File: src/rtl/tc_pkg.sv
// tc_pkg: phase encoding, lamp bit offsets and next-road selection shared by the controller.
package tc_pkg;
  typedef enum logic [1:0] {
    PH_GREEN  = 2'd0,
    PH_YELLOW = 2'd1,
    PH_ALLRED = 2'd2,
    PH_FLASH  = 2'd3
  } phase_t;
  localparam int LAMP_G = 2;
  localparam int LAMP_Y = 1;
  localparam int LAMP_R = 0;
  // First road cyclically after act with demand; plain round-robin step when nobody waits.
  function automatic logic [2:0] next_road(input logic [7:0] t, input logic [2:0] act, input int n);
    logic [2:0] r;
    int idx;
    r = 3'((int'(act) + 1) % n);
    for (int k = n - 1; k >= 1; k--) begin
      idx = (int'(act) + k) % n;
      if (t[idx[2:0]]) r = 3'(idx);
    end
    return r;
  endfunction
endpackage

File: src/rtl/tc_phase_timer.sv
// tc_phase_timer: saturating phase tick counter with synchronous clear.
module tc_phase_timer #(
  parameter int CNT_W = 8
) (
  input  logic             i_clk,
  input  logic             i_rst_n,
  input  logic             i_clr,
  input  logic             i_tick,
  output logic [CNT_W-1:0] o_cnt
);
  always_ff @(posedge i_clk or negedge i_rst_n)
    if (!i_rst_n) o_cnt <= '0;
    else if (i_clr) o_cnt <= '0;
    else if (i_tick && o_cnt != '1) o_cnt <= o_cnt + 1'b1;
endmodule

File: src/rtl/tc_phase_ctrl.sv
// tc_phase_ctrl: N-road Moore traffic-light controller with demand skipping and flashing-yellow mode.
module tc_phase_ctrl
  import tc_pkg::*;
#(
  parameter int N_ROADS   = 2,
  parameter int CNT_W     = 8,
  parameter int GREEN_MIN = 4,
  parameter int GREEN_MAX = 16,
  parameter int YELLOW_T  = 2,
  parameter int ALLRED_T  = 1
) (
  input  logic                   CLK,
  input  logic                   R_N,
  input  logic                   TICK,
  input  logic [N_ROADS-1:0]     T,
  input  logic                   FLASH,
  output logic [3*N_ROADS-1:0]   L,
  output logic [2:0]             ACTIVE,
  output logic [1:0]             PHASE
);
  localparam logic [CNT_W:0] LP_GMIN = (CNT_W+1)'(GREEN_MIN);
  localparam logic [CNT_W:0] LP_GMAX = (CNT_W+1)'(GREEN_MAX);
  localparam logic [CNT_W:0] LP_YEL  = (CNT_W+1)'(YELLOW_T);
  localparam logic [CNT_W:0] LP_AR   = (CNT_W+1)'(ALLRED_T);
  phase_t           r_phase;
  logic [2:0]       r_active;
  logic             r_blink;
  logic             r_fx;
  logic [CNT_W-1:0] w_cnt;
  logic [CNT_W:0]   w_e;
  logic [7:0]       w_t;
  logic             w_other;
  logic             w_go;
  assign w_t     = 8'(T);
  assign w_e     = {1'b0, w_cnt} + 1'b1;
  assign w_other = |(w_t & ~(8'd1 << r_active));
  assign w_go    = TICK && (r_phase == PH_GREEN  ? FLASH || (w_other && ((w_e >= LP_GMIN && !w_t[r_active]) || w_e >= LP_GMAX)) :
                            r_phase == PH_YELLOW ? w_e == LP_YEL :
                            r_phase == PH_ALLRED ? w_e == LP_AR : !FLASH);
  tc_phase_timer #(.CNT_W(CNT_W)) u_timer (
    .i_clk   (CLK),
    .i_rst_n (R_N),
    .i_clr   (w_go),
    .i_tick  (TICK),
    .o_cnt   (w_cnt)
  );
  // r_fx remembers a maintenance episode so the following green restarts at road 0.
  always_ff @(posedge CLK or negedge R_N)
    if (!R_N) begin
      r_phase  <= PH_GREEN;
      r_active <= 3'd0;
      r_blink  <= 1'b0;
      r_fx     <= 1'b0;
    end else begin
      case (r_phase)
        PH_GREEN:  if (w_go) r_phase <= PH_YELLOW;
        PH_YELLOW: if (w_go) r_phase <= PH_ALLRED;
        PH_ALLRED: if (w_go) begin
          r_phase  <= FLASH ? PH_FLASH : PH_GREEN;
          r_fx     <= FLASH;
          r_active <= FLASH ? r_active : r_fx ? 3'd0 : next_road(w_t, r_active, N_ROADS);
        end
        PH_FLASH:  if (TICK) begin
          r_blink <= FLASH && !r_blink;
          r_phase <= FLASH ? PH_FLASH : PH_ALLRED;
        end
      endcase
    end
  assign ACTIVE = r_active;
  assign PHASE  = r_phase;
  for (genvar g = 0; g < N_ROADS; g++) begin : g_lamp
    logic w_act;
    assign w_act             = r_active == 3'(g);
    assign L[3*g+LAMP_G]     = w_act && r_phase == PH_GREEN;
    assign L[3*g+LAMP_Y]     = r_phase == PH_FLASH ? r_blink : w_act && r_phase == PH_YELLOW;
    assign L[3*g+LAMP_R]     = r_phase != PH_FLASH && !(w_act && (r_phase == PH_GREEN || r_phase == PH_YELLOW));
  end
endmodule

File: config.mk
export PLATFORM = sky130hd
export DESIGN_NAME = tc_phase_ctrl
export DESIGN_NICKNAME = d
export VERILOG_FILES = /design/src/rtl/tc_pkg.sv /design/src/rtl/tc_phase_timer.sv /design/src/rtl/tc_phase_ctrl.sv
export SDC_FILE = /design/constraint.sdc
export NUM_CORES = 1
export LEC_CHECK = 0
export CAP_MARGIN = 25
export CELL_PAD_IN_SITES_DETAIL_PLACEMENT = 0
export CELL_PAD_IN_SITES_GLOBAL_PLACEMENT = 1
export CORE_ASPECT_RATIO = 0.75
export CORE_MARGIN = 3
export CORE_UTILIZATION = 38
export DETAILED_ROUTE_END_ITERATION = 8
export PLACE_DENSITY_LB_ADDON = 0.25
export REMOVE_ABC_BUFFERS = 1
export SYNTH_ARGS = -nofsm -noshare
export SYNTH_HDL_FRONTEND = slang
export SYNTH_HIERARCHICAL = 1
export SYNTH_SLANG_ARGS = --single-unit
export TNS_END_PERCENT = 100
File: constraint.sdc
create_clock -name CLK -period 2.9 [get_ports CLK]
set_input_delay 0.29 -clock CLK [delete_from_list [all_inputs] [get_ports CLK]]
set_output_delay 0.29 -clock CLK [all_outputs]
set_load 0.01 [all_outputs]
* Yosys cells after proc, flatten, opt, wreduce, memory -nomap -nowiden
Cells that the tools add are included.
Widths: inputs -> output; s select.
** Operators by class
- Add/sub/neg operators :: 3
- Order comparisons :: 3
- Eq/ne operators :: 12
- Shifts and indexed selects :: 1
- Multiplexer cells :: 17
- Bitwise gates (word level) :: 4
- Reductions and logical operators :: 29
** Operators with widths (count)
- $mux 8 :: 2
- $logic_and 1x1->1 :: 13
- $mux 2 :: 5
- $add 8x1->9 const B :: 1
- $eq 9x1->1 const B :: 1
- $eq 9x2->1 const B :: 1
- $ge 9x3->1 const B :: 1
- $ge 9x5->1 const B :: 1
- $add 8x1->8 const B :: 1
- $and 2x8->8 :: 1
- $ne 8x8->1 const B :: 1
- $not 8->8 :: 1
- $pmux 2 s4 :: 1
- $reduce_or 8->1 :: 1
- $shl 1x3->8 const A :: 1
- $mux 1 :: 7
- $ne 2x1->1 const B :: 3
- $logic_not 1->1 :: 5
- $eq 2x2->1 const B :: 2
- $lt 3x4->1 const B :: 1
- $ne 2x2->1 const B :: 2
- $reduce_and 2->1 :: 2
- $reduce_and 4->1 :: 1
- $bmux 1 s3 :: 1
- other kinds (11) :: 13
** Storage, ports and cells
- Register bits :: 15
- Output and inout port bits :: 11
- Word-level logic and storage cells :: 74

* Logic depth before layout (Yosys ltp)
Gate-level depths: netlist of the first run.
- Depth in word-level cells :: 11
- Depth in mapped cells :: 9
- Depth with buffers taken out :: 8

* Cells and area by module
The synthesis of the first run kept the hierarchy.
** By module, submodules not included
- tc_phase_ctrl :: times used 1, cells each 69, area an instance 536.8 µm²
- tc_phase_timer :: times used 1, cells each 49, area an instance 464.2 µm²

* Least setup slack after synthesis of the first run
No wires, ideal clock.
- Path kind :: register to register
- Start point :: reg u_timer.o_cnt[0]
- End point :: reg u_timer.o_cnt[0]
- Setup time :: 0.125 ns
- Arrival time :: 2.054 ns
- Required time :: 2.775 ns
- Path slack :: 0.721 ns
- Stages on the path, launching flop included :: 10
- Buffers on the path :: 1
- Clock period less this slack :: 2.179 ns
- Cells stage by stage :: dfrtp_1 -> ha_1 -> and2_1 -> a21oi_1 -> nor2_1 -> o21ai_0 -> o21ba_1 -> clkbuf_1 -> nor2_1 -> mux2_2
** Between the ends
- Word-level cells in the longest chain between the ends :: 9
- Elaborated cells on any way between the ends :: 19
** Ends and longest elaborated chain
- from (decl) :: line tc_phase_timer.sv:9 : output logic [CNT_W-1:0] o_cnt
- from (signal assigned) :: line tc_phase_timer.sv:14 : else if (i_tick && o_cnt != '1) o_cnt <= o_cnt + 1'b1;
- $add 8x1->9 * :: line tc_phase_ctrl.sv:35 : assign w_e = {1'b0, w_cnt} + 1'b1;
- $ge 9x3->1 :: line tc_phase_ctrl.sv:37 : assign w_go = TICK && (r_phase == PH_GREEN ? FLASH || (w_other && ((w_e >= LP_GMIN && !w_t[r_active]) || w_e > ...
- $logic_and 1x1->1 :: line tc_phase_ctrl.sv:37
- $logic_or 1x1->1 :: line tc_phase_ctrl.sv:37
- $logic_and 1x1->1 :: line tc_phase_ctrl.sv:37
- $logic_or 1x1->1 :: line tc_phase_ctrl.sv:37
- $mux 1 * :: line tc_phase_ctrl.sv:37
- $logic_and 1x1->1 * :: line tc_phase_ctrl.sv:37
- via w_go :: line tc_phase_ctrl.sv:33 : logic w_go;
- $mux 8 / $reduce_bool 2->1 (equally long branches)
Mark *: on every way through the listed nets, which the timed path passes. The rest lies on a longest branch. The select of a mux whose other input is x is not followed.
A chain may end at the register's enable or synchronous reset.

* Final worst setup path of the first run
- Start point :: reg u_timer.o_cnt[1]
- End point :: reg u_timer.o_cnt[0]
Same word-level chain as after synthesis.

==> impl_summary.txt, run 1 <==
----------------------------------------------------
[Yosys]
  Number of cells produced by synthesis ... 118
  Flip-flop and latch count after synthesis ... 13
  Commonest cells in the synthesized netlist ... sky130_fd_sc_hd__dfrtp_1, sky130_fd_sc_hd__nand2_1, sky130_fd_sc_hd__nand3_1
  Count of flip-flops with a built-in enable after synthesis ... 0
  Cell taking the most area after synthesis ... sky130_fd_sc_hd__dfrtp_1
  Ys Warns ... 6
  Mean cell area of the mapped netlist ... 8.48 sq um
  Proportion of netlist area held by the largest area contributor ... 32.5%
  Fraction of registers with async set or reset after synthesis ... 100%
  Most repeated cell in the gate-level netlist after synthesis ... sky130_fd_sc_hd__dfrtp_1
  Cell Area, Synth ... 1000 sq um
  Synth unique cells ... 44
  Cell types with the largest area share after synthesis ... sky130_fd_sc_hd__dfrtp_1, sky130_fd_sc_hd__ha_1, sky130_fd_sc_hd__nand2_1, sky130_fd_sc_hd__nand3_1, sky130_fd_sc_hd__mux2_1
  Top_reg_cell synth ... sky130_fd_sc_hd__dfrtp_1
  Part of the Yosys area used for sequential elements ... 32.5%

[Worst hold path]
  Tightest Hold Check Type ... in -> async

[Global route]
  Via count of the first global-routing pass ... 854
  Total gr overflow ... 0
  Wire length of the first global-routing pass ... 4020 microns
  Largest net degree at the start of global routing ... 17
  Antenna violations before repair ... 0
  Combined global-route utilization of all metal layers ... 15.9%

[STA]
  Final Max Slew Viols ... 0
  Transition time at the pin with the least slew margin ... 613 ps
  Time the final worst path needs with I/O delays and setup ... 2410 ps
  Setup repair after global routing missed its margin ... no
  Final worst path period share ... 83.2%
  Post-Route Setup TNS ... 0 ps
  FMAX ... 0.414 GHz
  Final setup violating endpoints ... 0
  Max-slew headroom at the worst pin ... 59.0%
  Final-report hold violation count ... 0
  Final-layout worst hold slack ... 382 ps
  Worst setup skew after layout ... 9.37 ps
  Setup slack of the critical path after layout ... 486 ps

[Routing]
  DR WL met3 ... 174 microns
  First-pass iteration count of the detailed router ... 4
  Routed length per placed instance ... 14.1 microns
  Drt first-iter violations ... 58
  Routed length on met1 ... 1160 microns
  DR WL met2 ... 1000 microns
  Highest metal layer with signal wires ... met4
  Vias ... 938
  Routed wire length ... 2350 microns
  Post-DRT Antenna Nets ... 0
  Via count normalized by instance count ... 5.65
  DRC Markers ... 0

[Critical path]
  Family of cells with the greatest summed delay on the critical path ... compound AO/OA/AOI/OAI gates
  Max Fanout on Critical Path ... 11
  FF-to-FF End ... u_timer/o_cnt[0]$_DFFE_PN0P_
  Worst setup slack for register-to-register paths ... 490 ps
  Class of the most critical setup path ... reg -> reg
  Type of origin of the critical path ... flip-flop
  Worst-case reg-to-reg path depth ... 8
  Slowest cell delay on critical path ... 490 ps
  Critical path depth ... 8
  Worst setup EP type ... flip-flop
  Launching point of the worst reg2reg path ... u_timer/o_cnt[1]$_DFFE_PN0P_
  CP max-delay cell ... sky130_fd_sc_hd__dfrtp_1
  Worst Path Buf+Inv ... 0
  Critical Path, Cell by Cell ... ha_1 > and2_1 > a21oi_1 > nor2_1 > o21ai_0 > o21ba_1 > nor2_1 > mux2_2
  Most frequent cell on the critical path ... sky130_fd_sc_hd__nor2_1
  Worst Path Arrival ... 2590 ps
  Required time of the critical path ... 3080 ps

[Clock network]
  CTS clk-pin slew, worst paths ... 90 ps
  Total setup buffers inserted after CTS ... 0
  Number of hold buffers added after cts ... 0
  Cts bufs inserted ... 3
  TritonCTS clock tree ... built
  Buffer type at the clock tree root ... sky130_fd_sc_hd__clkbuf_4
  Max H-tree Level ... 1
  Number of clock sinks seen by CTS ... 13
  Resized Gates After CTS ... 0
  Worst-skew pair later-pin latency ... 280 ps
  Maximum clock insertion buffer count ... 2

[Run status]
  Status ... finished, final reports clean

[Layout]
  Util after Layout ... 49.6%
  Synth-to-layout area growth ... 19.0%
  Final design instance area without fill ... 1190 sq um
  Fraction of layout instances using a drive strength above 1 ... 11.4%
  Non-Filler Instances ... 166
  Count of inserted antenna diode cells ... 0
  Fillcell total ... 248
  Final #Nets ... 143

[Power and ir drop]
  Internal ... 0.570 mW
  Switching Share ... 44.7%
  Sw Pwr ... 0.460 mW
  Worst VDD drop ... 0.000469 V
  Reported leakage power ... 0.496 nW
  Clk pwr share ... 11.3%
  Total chip power ... 1.03 mW
  Part of the total power dissipated in combinational logic ... 54.9%
  PD cells ... 864 nW/um^2
  Register share of total power ... 33.8%

[Placement]
  Last weighted congestion value of the routability-driven placer ... 0.836
  Worst setup slack before clock tree synthesis ... 421 ps
  Sum of net half-perimeters after detailed placement ... 1740 microns
  Placed inst area ... 1160 sq um
  Count of input and output buffers ... 14
  Placed Cells incl. Taps ... 162

[Die]
  Total number of placement rows ... 15
  Core area ... 2400 sq um
  DIE WIDTH ... 65.3 microns
  IO Count ... 17
  Die H ... 50.4 microns
  Die footprint ... 3290 sq um
  Initial cell density of the core ... 41.7%

[Job]
  Max-cap violation count ... 0

----------------------------------------------------
==> flip-flops by register name, summed over array words and instances, names as in the netlist <==
register       count
r_fx               1
PHASE              2
ACTIVE             1
r_blink            1
u_timer/o_cnt      8
==> worst reg2reg max path: stages (launching register included) <==
cell and delay (ps):
sky130_fd_sc_hd__dfrtp_1 490, sky130_fd_sc_hd__ha_1 250, sky130_fd_sc_hd__and2_1 160, sky130_fd_sc_hd__a21oi_1 290
sky130_fd_sc_hd__nor2_1 70, sky130_fd_sc_hd__o21ai_0 270, sky130_fd_sc_hd__o21ba_1 410, sky130_fd_sc_hd__nor2_1 100
sky130_fd_sc_hd__mux2_2 280
==> layer usage <==
metal | vias up | global-route usage (%)
li1 | 453 | -
met1 | 447 | 24.1
met2 | 36 | 21.7
met3 | 2 | 5.15
met4 | 0 | 3.10
met5 | - | 0
==> how the worst max path moves through the flow <==
stage                                  from                      endpoint  slack, ps
3_3_place_gp   u_timer/o_cnt[1]$_DFFE_PN0P_  u_timer/o_cnt[3]$_DFFE_PN0P_        580
3_5_place_dp                          FLASH  u_timer/o_cnt[0]$_DFFE_PN0P_        420
4_1_cts        u_timer/o_cnt[1]$_DFFE_PN0P_  u_timer/o_cnt[0]$_DFFE_PN0P_        490
2_1_floorplan  u_timer/o_cnt[0]$_DFFE_PN0P_  u_timer/o_cnt[0]$_DFFE_PN0P_        830
5_1_grt        u_timer/o_cnt[1]$_DFFE_PN0P_  u_timer/o_cnt[0]$_DFFE_PN0P_        270
6_report       u_timer/o_cnt[1]$_DFFE_PN0P_  u_timer/o_cnt[0]$_DFFE_PN0P_        490
==> logic make-up after synthesis <==
group	share of synthesized area [%]
AND/OR/NAND/NOR	32.1
other	0.375
XOR/XNOR	0.875
AO/OA/AOI/OAI	16.7
multiplexers	6.62
buffers and inverters	5.75
adder cells (fa/ha/maj)	5.00
flip-flops	32.5
==> placed cells by master (no fill, tap or decap), types with 2 or more instances in the layout <==
cell and n:
sky130_fd_sc_hd__a21oi_1 5, sky130_fd_sc_hd__nor2_1 6, sky130_fd_sc_hd__o21a_1 2, sky130_fd_sc_hd__dfrtp_1 13, sky130_fd_sc_hd__mux2_1 3, sky130_fd_sc_hd__buf_4 2
sky130_fd_sc_hd__o21ai_0 4, sky130_fd_sc_hd__nor3b_1 2, sky130_fd_sc_hd__nor3_1 6, sky130_fd_sc_hd__clkbuf_4 3, sky130_fd_sc_hd__and3_1 3, sky130_fd_sc_hd__ha_1 4
sky130_fd_sc_hd__and2_1 2, sky130_fd_sc_hd__inv_1 5, sky130_fd_sc_hd__o21ai_1 3, sky130_fd_sc_hd__nand2_1 12, sky130_fd_sc_hd__nor2b_1 3, sky130_fd_sc_hd__mux2_2 2
sky130_fd_sc_hd__conb_1 2, sky130_fd_sc_hd__nand3_1 7, sky130_fd_sc_hd__nand2b_1 4, sky130_fd_sc_hd__a31oi_1 2, sky130_fd_sc_hd__a21boi_1 2, sky130_fd_sc_hd__clkdlybuf4s50_1 14
==> cell type report <==
type	instances	area (sq um)	share of cell area, %
multi-input cells	94	622	52.2
repair buffers	16	155	13.0
flip-flops and latches	13	325	27.3
clock inverters	1	5.00	0.420
inverters	5	18.8	1.58
well taps	34	42.5	3.57
clock buffers	3	22.5	1.89
==> power by group through the flow <==
stage | Clock [mW] | Combinational [mW] | Sequential [mW]
final | 0.116 | 0.565 | 0.348
after global routing | 0.128 | 0.631 | 0.360
after CTS | 0.122 | 0.567 | 0.345
after detailed placement | 0 | 0.564 | 0.348
after global placement | 0 | 0.553 | 0.348
after floorplan | 0 | 0.325 | 0.338
Power figures use the tool's default switching activity.
==> run 2: changes to the inputs <==
==> constraint.sdc (replaced) <==
create_clock -name CLK -period 2.3 [get_ports CLK]
set_input_delay 0.23 -clock CLK [delete_from_list [all_inputs] [get_ports CLK]]
set_output_delay 0.23 -clock CLK [all_outputs]
set_load 0.01 [all_outputs]
==> impl_summary.txt, run 2 (synthesis gave the netlist of run 1 again) <==
----------------------------------------------------
[Run status]
  Status ... finished, final reports clean (unchanged)

[Global route]
  Antenna violations before repair ... 0 (unchanged)
  Combined global-route utilization of all metal layers ... 14.9% (was 15.9%)
  Largest net degree at the start of global routing ... 15 (was 17)
  Wire length of the first global-routing pass ... 3830 microns (was 4020 microns)
  Total gr overflow ... 0 (unchanged)
  Via count of the first global-routing pass ... 800 (was 854)

[Routing]
  DR WL met3 ... 80 microns (was 174 microns)
  Highest metal layer with signal wires ... met4 (unchanged)
  DR WL met2 ... 995 microns (was 1000 microns)
  Via count normalized by instance count ... 5.21 (was 5.65)
  Drt first-iter violations ... 28 (was 58)
  Routed length on met1 ... 1240 microns (was 1160 microns)
  Routed length per placed instance ... 13.5 microns (was 14.1 microns)
  Vias ... 902 (was 938)
  Routed wire length ... 2340 microns (was 2350 microns)
  Post-DRT Antenna Nets ... 0 (unchanged)
  First-pass iteration count of the detailed router ... 4 (unchanged)
  DRC Markers ... 0 (unchanged)

[Layout]
  Max FFs per register ... 8 (unchanged)
  Fraction of layout instances using a drive strength above 1 ... 15.8% (was 11.4%)
  Most frequent cells in the layout ... sky130_fd_sc_hd__clkdlybuf4s50_1, sky130_fd_sc_hd__dfrtp_1, sky130_fd_sc_hd__nand2_1 (unchanged)
  Final #Nets ... 150 (was 143)
  Multi-input logic area ... 622 sq um (unchanged)
  Fillcell total ... 251 (was 248)
  Register Area ... 325 sq um (unchanged)
  Non-Filler Instances ... 173 (was 166)
  Most common cell after layout, fill and taps aside ... sky130_fd_sc_hd__clkdlybuf4s50_1 (unchanged)
  Count of inserted antenna diode cells ... 0 (unchanged)
  Synth-to-layout area growth ... 24.1% (was 19.0%)
  Largest reg by FF count ... u_timer/o_cnt (unchanged)

[STA]
  Setup repair after global routing missed its margin ... no (unchanged)
  Post-Route Setup TNS ... 0 ps (unchanged)
  Max-slew headroom at the worst pin ... 56.8% (was 59.0%)
  FMAX ... 0.482 GHz (was 0.414 GHz)
  Final worst path period share ... 90.2% (was 83.2%)
  Transition time at the pin with the least slew margin ... 646 ps (was 613 ps)
  Final setup violating endpoints ... 0 (unchanged)
  Final-layout worst hold slack ... 349 ps (was 382 ps)
  Time the final worst path needs with I/O delays and setup ... 2070 ps (was 2410 ps)
  Worst setup skew after layout ... 1.05 ps (was 9.37 ps)
  Final-report hold violation count ... 0 (unchanged)
  Final Max Slew Viols ... 0 (unchanged)

[Critical path]
  Worst setup slack for register-to-register paths ... 230 ps (was 490 ps)
  Worst-case reg-to-reg path depth ... 8 (unchanged)
  Max Fanout on Critical Path ... 9 (was 11)
  Launching point of the worst reg2reg path ... u_timer/o_cnt[1]$_DFFE_PN0P_ (unchanged)
  Required time of the critical path ... 2460 ps (was 3080 ps)
  FF-to-FF End ... u_timer/o_cnt[3]$_DFFE_PN0P_ (was u_timer/o_cnt[0]$_DFFE_PN0P_)
  Worst setup EP type ... flip-flop (unchanged)
  Worst Path Arrival ... 2240 ps (was 2590 ps)
  Type of origin of the critical path ... flip-flop (unchanged)
  Class of the most critical setup path ... reg -> reg (unchanged)

[Clock network]
  Cts bufs inserted ... 3 (unchanged)
  Buffer type at the clock tree root ... sky130_fd_sc_hd__clkbuf_4 (unchanged)
  CTS clk-pin slew, worst paths ... 80 ps (was 90 ps)
  Number of hold buffers added after cts ... 0 (unchanged)
  Maximum clock insertion buffer count ... 2 (unchanged)
  Number of clock sinks seen by CTS ... 13 (unchanged)
  Max H-tree Level ... 1 (unchanged)
  Worst-skew pair later-pin latency ... 270 ps (was 280 ps)
  TritonCTS clock tree ... built (unchanged)

[Die]
  Core area ... 2400 sq um (unchanged)
  IO Count ... 17 (unchanged)
  Die footprint ... 3290 sq um (unchanged)
  Total number of placement rows ... 15 (unchanged)
  Die H ... 50.4 microns (unchanged)
  Initial cell density of the core ... 41.7% (unchanged)
  DIE WIDTH ... 65.3 microns (unchanged)

[Placement]
  Sum of net half-perimeters after detailed placement ... 1790 microns (was 1740 microns)
  Count of input and output buffers ... 14 (unchanged)
  Placed Cells incl. Taps ... 169 (was 162)
  Last weighted congestion value of the routability-driven placer ... 0.787 (was 0.836)

[Power and ir drop]
  Reported leakage power ... 0.524 nW (was 0.496 nW)
  Total chip power ... 1.36 mW (was 1.03 mW)
  PD cells ... 1100 nW/um^2 (was 864 nW/um^2)
  Worst VDD drop ... 0.000524 V (was 0.000469 V)

[Job]
  Max-cap violation count ... 0 (unchanged)

[Worst hold path]
  Tightest Hold Check Type ... in -> async (unchanged)

----------------------------------------------------
==> run 2: timing repair <==
item | 4_1_cts | 5_1_grt
gates resized for setup | 0 | 2
endpoints found under the setup margin | 0 | 2
setup buffers | 0 | 0
hold endpoints to repair | 0 | 0
==> run 2: worst max path at each step <==
stage	startpoint	to	slack, ps	depth (start not counted)
final	u_timer/o_cnt[1]$_DFFE_PN0P_	u_timer/o_cnt[3]$_DFFE_PN0P_	230	8
after global routing	PHASE[1]$_DFFE_PN0P_	L[3]	90	5
after CTS	u_timer/o_cnt[1]$_DFFE_PN0P_	u_timer/o_cnt[3]$_DFFE_PN0P_	80	8
after detailed placement	u_timer/o_cnt[1]$_DFFE_PN0P_	u_timer/o_cnt[0]$_DFFE_PN0P_	110	8
after global placement	u_timer/o_cnt[1]$_DFFE_PN0P_	u_timer/o_cnt[3]$_DFFE_PN0P_	150	8
after floorplan	u_timer/o_cnt[0]$_DFFE_PN0P_	u_timer/o_cnt[0]$_DFFE_PN0P_	230	8
==> run 2: final cells by class <==
type / instances / area share [%]
Clock buffer: 4 / 2.11
Inverter: 5 / 1.51
Multi-Input combinational cell: 94 / 50.1
Sequential cell: 13 / 26.2
Tap cell: 34 / 3.42
Timing Repair Buffer: 23 / 16.7
==> run 2: through the flow <==
stage	util [%]	instance area (sq um)	setup WS (ps)
after floorplan	-	966	229
after global placement	50.6	1220	151
after detailed placement	50.6	1220	105
after CTS	51.7	1240	84.3
after global routing	51.7	1240	87.3
final	51.7	1240	226
==> run 2: where the power goes <==
part	internal [mW]	switching (mW)	total (mW)
Sequential	0.296	0.0639	0.360
Combinational	0.424	0.435	0.859
Clock	0.0672	0.0745	0.142
Total	0.787	0.573	1.36
==> run 2: worst max-delay path, cell delays in order, from the launching register on <==
cell,delay [ps]
sky130_fd_sc_hd__dfrtp_1,430
sky130_fd_sc_hd__ha_1,230
sky130_fd_sc_hd__and2_1,160
sky130_fd_sc_hd__a21oi_1,280
sky130_fd_sc_hd__nor2_1,80
sky130_fd_sc_hd__o21ai_1,200
sky130_fd_sc_hd__o21ba_2,260
sky130_fd_sc_hd__nor2_1,70
sky130_fd_sc_hd__mux2_2,260
==> run 2: routing by layer <==
layer | vias up | track usage, %
met5 | - | 0
met4 | 0 | 3.10
met1 | 424 | 22.3
li1 | 458 | -
met2 | 18 | 21.0
met3 | 2 | 4.25
==> run 3: changes to the inputs <==
--- a/config.mk
+++ b/config.mk
@@ -9,9 +9,10 @@
 export CELL_PAD_IN_SITES_DETAIL_PLACEMENT = 0
 export CELL_PAD_IN_SITES_GLOBAL_PLACEMENT = 1
 export CORE_ASPECT_RATIO = 0.75
-export CORE_MARGIN = 3
+export CORE_MARGIN = 2
 export CORE_UTILIZATION = 38
 export DETAILED_ROUTE_END_ITERATION = 8
+export MAX_ROUTING_LAYER = met4
 export PLACE_DENSITY_LB_ADDON = 0.25
 export REMOVE_ABC_BUFFERS = 1
 export SYNTH_ARGS = -nofsm -noshare
==> impl_summary.txt, run 3 (synthesis gave the netlist of run 1 again) <==
----------------------------------------------------
[Power and ir drop]
  Total chip power ... 1.34 mW (was 1.36 mW)
  Worst VDD drop ... 0.000541 V (was 0.000524 V)
  PD cells ... 1090 nW/um^2 (was 1100 nW/um^2)
  Reported leakage power ... 0.517 nW (was 0.524 nW)

[Die]
  Die footprint ... 3060 sq um (was 3290 sq um)
  DIE WIDTH ... 63.3 microns (was 65.3 microns)
  Initial cell density of the core ... 39.1% (was 41.7%)
  IO Count ... 17 (unchanged)
  Core area ... 2560 sq um (was 2400 sq um)
  Total number of placement rows ... 16 (was 15)
  Die H ... 48.4 microns (was 50.4 microns)

[Routing]
  Routed length per placed instance ... 13.3 microns (was 13.5 microns)
  DR WL met2 ... 978 microns (was 995 microns)
  Drt first-iter violations ... 29 (was 28)
  First-pass iteration count of the detailed router ... 4 (unchanged)
  Post-DRT Antenna Nets ... 0 (unchanged)
  DRC Markers ... 0 (unchanged)
  Routed wire length ... 2310 microns (was 2340 microns)
  Highest metal layer with signal wires ... met4 (unchanged)
  DR WL met3 ... 94 microns (was 80 microns)
  Via count normalized by instance count ... 5.29 (was 5.21)
  Vias ... 916 (was 902)
  Routed length on met1 ... 1220 microns (was 1240 microns)

[Layout]
  Final #Nets ... 148 (was 150)
  Synth-to-layout area growth ... 23.0% (was 24.1%)
  Final design instance area without fill ... 1230 sq um (was 1240 sq um)
  Max FFs per register ... 8 (unchanged)
  Util after Layout ... 48.0% (was 51.7%)
  Count of inserted antenna diode cells ... 0 (unchanged)
  Most frequent cells in the layout ... sky130_fd_sc_hd__clkdlybuf4s50_1, sky130_fd_sc_hd__dfrtp_1, sky130_fd_sc_hd__nand2_1 (unchanged)
  Most common cell after layout, fill and taps aside ... sky130_fd_sc_hd__clkdlybuf4s50_1 (unchanged)
  Fraction of layout instances using a drive strength above 1 ... 15.3% (was 15.8%)
  Largest reg by FF count ... u_timer/o_cnt (unchanged)
  Non-Filler Instances ... 173 (unchanged)

[Critical path]
  Family of cells with the greatest summed delay on the critical path ... compound AO/OA/AOI/OAI gates (unchanged)
  Slowest cell delay on critical path ... 410 ps (was 430 ps)
  Worst setup EP type ... flip-flop (unchanged)
  Max Fanout on Critical Path ... 8 (was 9)
  Critical Path Source ... u_timer/o_cnt[1]$_DFFE_PN0P_ (unchanged)
  Type of origin of the critical path ... flip-flop (unchanged)
  CP max-delay cell ... sky130_fd_sc_hd__dfrtp_1 (unchanged)
  Worst Path Arrival ... 2230 ps (was 2240 ps)
  Required time of the critical path ... 2470 ps (was 2460 ps)
  Critical path depth ... 8 (unchanged)
  Launching point of the worst reg2reg path ... u_timer/o_cnt[1]$_DFFE_PN0P_ (unchanged)
  Worst-case reg-to-reg path depth ... 8 (unchanged)
  Most frequent cell on the critical path ... sky130_fd_sc_hd__nor2_1 (unchanged)
  Worst Path Buf+Inv ... 0 (unchanged)
  Class of the most critical setup path ... reg -> reg (unchanged)
  Critical Path, Cell by Cell ... ha_1 > and2_1 > a21oi_1 > nor2_1 > o21ai_0 > o21ba_2 > nor2_1 > mux2_2 (was ha_1 > and2_1 > a21oi_1 > nor2_1 > o21ai_1 > o21ba_2 > nor2_1 > mux2_2)

[Placement]
  Last weighted congestion value of the routability-driven placer ... 0.835 (was 0.787)
  Placed Cells incl. Taps ... 169 (unchanged)
  Sum of net half-perimeters after detailed placement ... 1780 microns (was 1790 microns)
  Worst setup slack before clock tree synthesis ... 190 ps (was 105 ps)
  Placed inst area ... 1200 sq um (was 1220 sq um)
  Count of input and output buffers ... 14 (unchanged)

[STA]
  Worst setup skew after layout ... 2.38 ps (was 1.05 ps)
  Final worst path period share ... 89.7% (was 90.2%)
  Post-Route Setup TNS ... 0 ps (unchanged)
  FMAX ... 0.485 GHz (was 0.482 GHz)
  Final-report hold violation count ... 0 (unchanged)
  Final Max Slew Viols ... 0 (unchanged)
  Setup repair after global routing missed its margin ... no (unchanged)
  Final setup violating endpoints ... 0 (unchanged)
  Setup slack of the critical path after layout ... 238 ps (was 226 ps)
  Transition time at the pin with the least slew margin ... 628 ps (was 646 ps)
  Time the final worst path needs with I/O delays and setup ... 2060 ps (was 2070 ps)
  Max-slew headroom at the worst pin ... 58.0% (was 56.8%)
  Final-layout worst hold slack ... 337 ps (was 349 ps)

[Global route]
  Largest net degree at the start of global routing ... 15 (unchanged)
  Wire length of the first global-routing pass ... 3980 microns (was 3830 microns)
  Total gr overflow ... 0 (unchanged)
  Via count of the first global-routing pass ... 821 (was 800)
  Antenna violations before repair ... 0 (unchanged)
  Combined global-route utilization of all metal layers ... 17.1% (was 14.9%)

[Clock network]
  Worst-skew pair later-pin latency ... 280 ps (was 270 ps)
  Total setup buffers inserted after CTS ... 0 (unchanged)
  TritonCTS clock tree ... built (unchanged)
  Buffer type at the clock tree root ... sky130_fd_sc_hd__clkbuf_4 (unchanged)
  Maximum clock insertion buffer count ... 2 (unchanged)
  Number of clock sinks seen by CTS ... 13 (unchanged)
  Max H-tree Level ... 1 (unchanged)
  Cts bufs inserted ... 3 (unchanged)
  Number of hold buffers added after cts ... 0 (unchanged)
  CTS clk-pin slew, worst paths ... 90 ps (was 80 ps)

[Worst hold path]
  Tightest Hold Check Type ... in -> async (unchanged)

[Run status]
  Status ... finished, final reports clean (unchanged)

[Job]
  Max-cap violation count ... 0 (unchanged)

----------------------------------------------------
[run 3: cell types whose count changed in the layout (fill, tap and decap cells not counted), sizes merged]
cell / before / now
clkinv: 0 / 1
buf: 9 / 7
clkbuf: 4 / 3
[run 3: final timing paths]
| path | end | slack (ps) |
|---|---|---|
| max reg2reg | u_timer/o_cnt[3]$_DFFE_PN0P_ | 240 |
| min reg2reg | r_fx$_DFFE_PN0P_ | 490 |
| min | PHASE[0]$_DFFE_PN0P_ | 340 |
| min in group CLK | r_fx$_DFFE_PN0P_ | 490 |
| max | u_timer/o_cnt[3]$_DFFE_PN0P_ | 240 |
| max in group asynchronous | u_timer/o_cnt[3]$_DFFE_PN0P_ | 1560 |
[run 3: report_power, final]
part	switching [mW]	leakage (nW)	internal (mW)
sequential	0.0741	0.170	0.296
clock	0.0801	0.0177	0.0644
combinational	0.420	0.329	0.407
[run 3: area by class of cell]
class                           instances  area, sq um
Fill cell                             262         1330
Multi-Input combinational cell         94          622
Sequential cell                        13          325
Timing Repair Buffer                   21          193
Tap cell                               36         45.0
Clock buffer                            3         22.5
Inverter                                5         18.8
Clock inverter                          1         5.00
[run 3: what timing repair did]
item                                    4_1_cts  5_1_grt
endpoints found under the setup margin        0        2
resized for setup                             0        1
hold endpoints to repair                      0        0
[run 3: per-layer routing]
metal | global-route usage [%] | vias up
met1 | 25.4 | 435
met5 | - | -
li1 | - | 463
met2 | 23.2 | 16
met4 | 3.62 | 0
met3 | 4.42 | 2
[run 3: worst register-to-register path: cells and delay by family (launching register included)]
family	cells	cell delay [ps]
DFF	1	410
muxes	1	270
AOI/OAI and AO/OA	3	760
adders and majority gates	1	220
and+or+nand+nor	3	290
